==> src/rtl/addr_seq_pkg.sv <==
// Shared constants for the find-max address sequencer.
// State encoding is fixed so other blocks and debug tooling can decode it.
package addr_seq_pkg;

  typedef logic [1:0] state_t;

  localparam logic [1:0] IDLE   = 2'd0;
  localparam logic [1:0] RUN    = 2'd1;
  localparam logic [1:0] FINISH = 2'd2;

  localparam logic DIR_UP   = 1'b0;
  localparam logic DIR_DOWN = 1'b1;

endpackage

==> src/rtl/addr_sequencer.sv <==
// Strided address sequencer feeding the find-max compare stage over ready/valid.
// Supports start/busy/done, abort, and a beat index for locating the maximum.
module addr_sequencer
  import addr_seq_pkg::*;
#(
  parameter int ADDR_W   = 8,
  parameter int CNT_W    = 8,
  parameter int STRIDE_W = 4
) (
  input  logic                clk_i,
  input  logic                rst_ni,
  input  logic                start_i,
  input  logic [ADDR_W-1:0]   start_addr_i,
  input  logic [CNT_W-1:0]    count_i,
  input  logic [STRIDE_W-1:0] stride_i,
  input  logic                dir_i,
  input  logic                abort_i,
  output logic [ADDR_W-1:0]   addr_o,
  output logic [CNT_W-1:0]    idx_o,
  output logic                addr_valid_o,
  input  logic                addr_ready_i,
  output logic                last_o,
  output logic                busy_o,
  output logic                done_o,
  output logic                aborted_o
);

  // FSM states:
  //   IDLE   | waiting for start; addr/idx hold their last values
  //   RUN    | issuing addresses, one per handshake
  //   FINISH | one-cycle done pulse, then back to IDLE

  state_t                state_q,   state_d;
  logic [ADDR_W-1:0]     addr_q,    addr_d;
  logic [CNT_W-1:0]      idx_q,     idx_d;
  logic                  last_q,    last_d;
  logic [CNT_W-1:0]      count_q,   count_d;
  logic [STRIDE_W-1:0]   stride_q,  stride_d;
  logic                  dir_q,     dir_d;
  logic                  aborted_q, aborted_d;

  logic                  handshake;
  logic [ADDR_W-1:0]     addr_nxt;
  logic [CNT_W-1:0]      idx_nxt;

  assign handshake = (state_q == RUN) && addr_ready_i;
  assign addr_nxt  = (dir_q == DIR_DOWN) ? (addr_q - ADDR_W'(stride_q))
                                         : (addr_q + ADDR_W'(stride_q));
  assign idx_nxt   = idx_q + CNT_W'(1);

  always_comb begin
    state_d   = state_q;
    addr_d    = addr_q;
    idx_d     = idx_q;
    last_d    = last_q;
    count_d   = count_q;
    stride_d  = stride_q;
    dir_d     = dir_q;
    aborted_d = 1'b0;
    case (state_q)
      IDLE: begin
        if (start_i) begin
          if (count_i != '0) begin
            count_d  = count_i;
            stride_d = stride_i;
            dir_d    = dir_i;
            addr_d   = start_addr_i;
            idx_d    = '0;
            last_d   = (count_i == CNT_W'(1));
            state_d  = RUN;
          end else begin
            state_d  = FINISH;
          end
        end
      end
      RUN: begin
        // A final handshake takes priority over a coincident abort.
        if (handshake && last_q) begin
          state_d = FINISH;
        end else if (abort_i) begin
          state_d   = IDLE;
          aborted_d = 1'b1;
        end else if (handshake) begin
          addr_d = addr_nxt;
          idx_d  = idx_nxt;
          last_d = (idx_nxt == (count_q - CNT_W'(1)));
        end
      end
      FINISH: state_d = IDLE;
      default: state_d = IDLE;
    endcase
  end

  always_ff @(posedge clk_i or negedge rst_ni) begin
    if (!rst_ni) begin
      state_q   <= IDLE;
      addr_q    <= '0;
      idx_q     <= '0;
      last_q    <= 1'b0;
      count_q   <= '0;
      stride_q  <= '0;
      dir_q     <= DIR_UP;
      aborted_q <= 1'b0;
    end else begin
      state_q   <= state_d;
      addr_q    <= addr_d;
      idx_q     <= idx_d;
      last_q    <= last_d;
      count_q   <= count_d;
      stride_q  <= stride_d;
      dir_q     <= dir_d;
      aborted_q <= aborted_d;
    end
  end

  assign addr_o       = addr_q;
  assign idx_o        = idx_q;
  assign addr_valid_o = (state_q == RUN);
  assign busy_o       = (state_q == RUN);
  assign last_o       = last_q && (state_q == RUN);
  assign done_o       = (state_q == FINISH);
  assign aborted_o    = aborted_q;

endmodule
==> config.mk <==
export PLATFORM = sky130hd
export DESIGN_NAME = addr_sequencer
export DESIGN_NICKNAME = d
export VERILOG_FILES = /design/src/rtl/addr_seq_pkg.sv /design/src/rtl/addr_sequencer.sv
export SDC_FILE = /design/constraint.sdc
export NUM_CORES = 1
export LEC_CHECK = 0
export BUFFER_PORTS_ARGS = -buffer_cell sky130_fd_sc_hd__buf_4
export CORE_AREA = 10 10 57 104
export CTS_CLUSTER_DIAMETER = 40
export DETAILED_ROUTE_END_ITERATION = 8
export DIE_AREA = 0 0 67 114
export GPL_ROUTABILITY_DRIVEN = 0
export PLACE_DENSITY = 0.76
export RECOVER_POWER = 100
export SLEW_MARGIN = 10
export SYNTH_ARGS = -nofsm -noshare
export SYNTH_HDL_FRONTEND = slang
export SYNTH_SLANG_ARGS = --single-unit
==> constraint.sdc <==
create_clock -name clk_i -period 6.8 [get_ports clk_i]
set_clock_uncertainty 0.05 [all_clocks]
set_input_delay 0.68 -clock clk_i [delete_from_list [all_inputs] [get_ports clk_i]]
set_output_delay 0.68 -clock clk_i [all_outputs]
set_load 0.005 [all_outputs]
==> results.txt <==
Status = finished, violations left
Failing checks = capacitance limit, slew limit
Critical path arrival = 3.37 ns
Final hold vios = 0
Antenna cells = 0
Buffers on Ports = 46
CP endpoint = idx_o[7]
Number of antenna-violating nets in the routed design = 0
Clk Latency, worst-skew pair = 0.29 ns
YS warnings = 0
Initial Utilization = 50.99%
Critical Path Source = count_i[5]
Final Slew Violations = 34
Vias in the first global route = 2,040
Setup TNS = 0 ns
Chip Height = 114 µm
Num CTS Buffers = 5
Hold Crit Class = flip-flop to flip-flop
Share of cells above drive strength 1 = 21.38%
Dominant cell type by area after synthesis = dfrtp_1
#FFs+latches synth = 33
Initial antenna violation count = 0
Post-detail-place hpwl = 4.330 mm
Post-CTS Setup Inserts = 0
Critical Path Fanout Max = 17
Final net count = 314
Number of fill cells = 404
Root Buffer = clkbuf_8
Vias/cell = 5.488
Routed length per instance = 16.35 µm
Clock Path Buffers = 2
PD cells = 478.5 nW/µm²
Worst-path clk slew = 0.07 ns
Slew @ Worst Pin = 1.789 ns
Worst path required time = 6.95 ns
Syn-to-layout area delta = 17.76%
Post-CTS Hold Fix Bufs = 0
Peak Freq = 0.3098 GHz
Cells after Synth = 231
Launching point of the worst reg2reg path = state_q[1]
Final setup margin = 3.573 ns
Synth area leaders = dfrtp_1 38%, xnor2_1 7.2%, ha_1 6.9%, mux2_2 6.7%, o21ai_0 3.9%
Clock sink total = 33
Final period util = 47.46%
# resized after CTS = 0
EDFF count, synth = 0
Reg2Reg Setup Slack = 3.93 ns
Die Area = 7638 µm²
Dpl ws = 3.888 ns
Hold slack = 0.4497 ns
Worst IR drop on VDD = 0.0002314 V
Initial DRC count = 64
RSZ-0062 raised after global routing = no
First-pass GRT wire length = 9.177 mm
Crit path kind = input port to flip-flop
DRC violations left = 0
Vias = 1,811
Pre-antenna DRT Iters = 4
Die width = 67 µm
Cells on worst reg2reg path = 6
Startpoint types = input port
Final wirelength = 5.396 mm
Largest net degree at the start of global routing = 34
Syn_area_per_cell = 9.484 µm²
Core area = 4297 µm²
Fraction of registers with async set/reset = 100.0%
Num ports = 47
Mapped Area = 2191 µm²
Ys flop type = dfrtp_1
CTS tree = done
H-tree depth = 2
Cell variety after synth = 40
Grt ovf = 0
Row cnt = 34
Rel. slew slack = -19.27%
Tmin final = 3.227 ns
Post-synthesis sequential area ratio = 37.69%
Final Setup Violations = 0
Leak Pwr = 0.001198 µW
Reg2Reg Capture Point = addr_o[0]
Post-Syn Nets = 270
Yosys top cell area share = 37.69%
Max Cap Viol = 1
Total track usage = 15.38%
Crit. End Element = flip-flop
## cell usage after synthesis (2+ instances only)
master,instances
buf_4,3
o21a_1,2
nand2_1,16
nand3_1,6
a31oi_1,6
nor3_1,4
clkbuf_1,4
nand2b_1,7
a21oi_1,8
a21o_1,4
nand3b_1,2
o31ai_1,2
and3_1,6
xnor2_1,18
nor2_1,20
nand4_1,2
inv_1,11
o22ai_1,2
ha_1,12
mux2i_1,4
nor2b_1,3
dfrtp_1,33
mux2_2,13
o21ai_0,17
xor2_1,8
nor4_1,3
o21ai_1,2
## worst max-delay path, cell delays in order
cell and delay [ns]:
clkbuf_4 0.11, nor4_1 0.26, nand2_1 0.15, o211ai_1 1.14, and2_0 0.72, o21ai_0 0.20
o31ai_1 0.10
## how the worst min path moves through the flow
stage	to	slack, ns	start	cells after the start
after floorplan	aborted_o	0.33	rst_ni	0
after global placement	state_q[1]	0.42	state_q[1]	1
after detailed placement	state_q[1]	0.43	state_q[1]	1
after CTS	idx_o[2]	0.28	rst_ni	1
after global routing	state_q[1]	0.49	state_q[1]	1
final	state_q[1]	0.45	state_q[1]	1
## power breakdown
group | total (µW) | switching, µW | internal [µW]
combinational | 724 | 366 | 358
sequential | 365 | 93.8 | 271
clock | 146 | 74.7 | 70.9
## metal layers
metal  wire (µm)  track usage (%)  vias up  share of wire [%]
met5           0                0        -                  0
met4         131            7.713        0                2.4
met3         194            3.733       12                3.6
met2        3227            29.64       33                 60
met1        1842            13.66      873                 34
li1            -                -      893                  -
## metrics by stage
stage / power [µW] / utilization (%) / cells / area (µm²)
after floorplan: 923.4 / - / 231 / 2191
after global placement: 1105 / 59.38 / 322 / 2551
after detailed placement: 1124 / 59.38 / 322 / 2551
after CTS: 1276 / 61.30 / 330 / 2634
after global routing: 1362 / 60.05 / 330 / 2580
final: 1234 / 60.05 / 330 / 2580
## area by class of cell
class / count / area, µm² / share of cell area, %
Sequential cell: 33 / 825.8 / 32.01
Tap cell: 54 / 67.56 / 2.619
Clock inverter: 2 / 10.01 / 0.3880
Clock buffer: 6 / 72.57 / 2.813
Inverter: 11 / 41.29 / 1.600
Timing Repair Buffer: 46 / 311.5 / 12.08
Multi-Input combinational cell: 178 / 1251 / 48.50
## state kept, by name, summed over array words and instances, names as in the netlist
register	flops
aborted_o	1
addr_o	8
count_q	8
dir_q	1
idx_o	8
last_q	1
state_q	2
stride_q	4
## layout by cell type (no fill, tap or decap), types with 3 or more instances in the layout
master,Yosys,final
a31oi_1,6,6
nor3_1,4,4
mux2_2,13,13
nor2b_1,3,3
nor4_1,3,3
dfrtp_1,33,33
ha_1,12,12
nand3_1,6,6
a21oi_1,8,8
clkbuf_4,0,14
and3_1,6,6
nand2_1,16,16
clkbuf_8,0,5
a21o_1,4,4
buf_4,3,23
inv_1,11,11
nor2_1,20,20
o22ai_1,2,3
o21ai_0,17,19
xor2_1,8,8
xnor2_1,18,18
nand2b_1,7,7
clkbuf_1,4,10
mux2i_1,4,4
## cells by family after synthesis
group	Yosys count	synth area share, %
buf+inv	20	4.283
mux	17	8.509
flops	33	37.69
xor+xnor	26	10.39
fa+ha+maj	13	7.767
compound gates	47	13.48
simple gates	75	17.88
No activity file was read; power rests on OpenSTA's default activity.
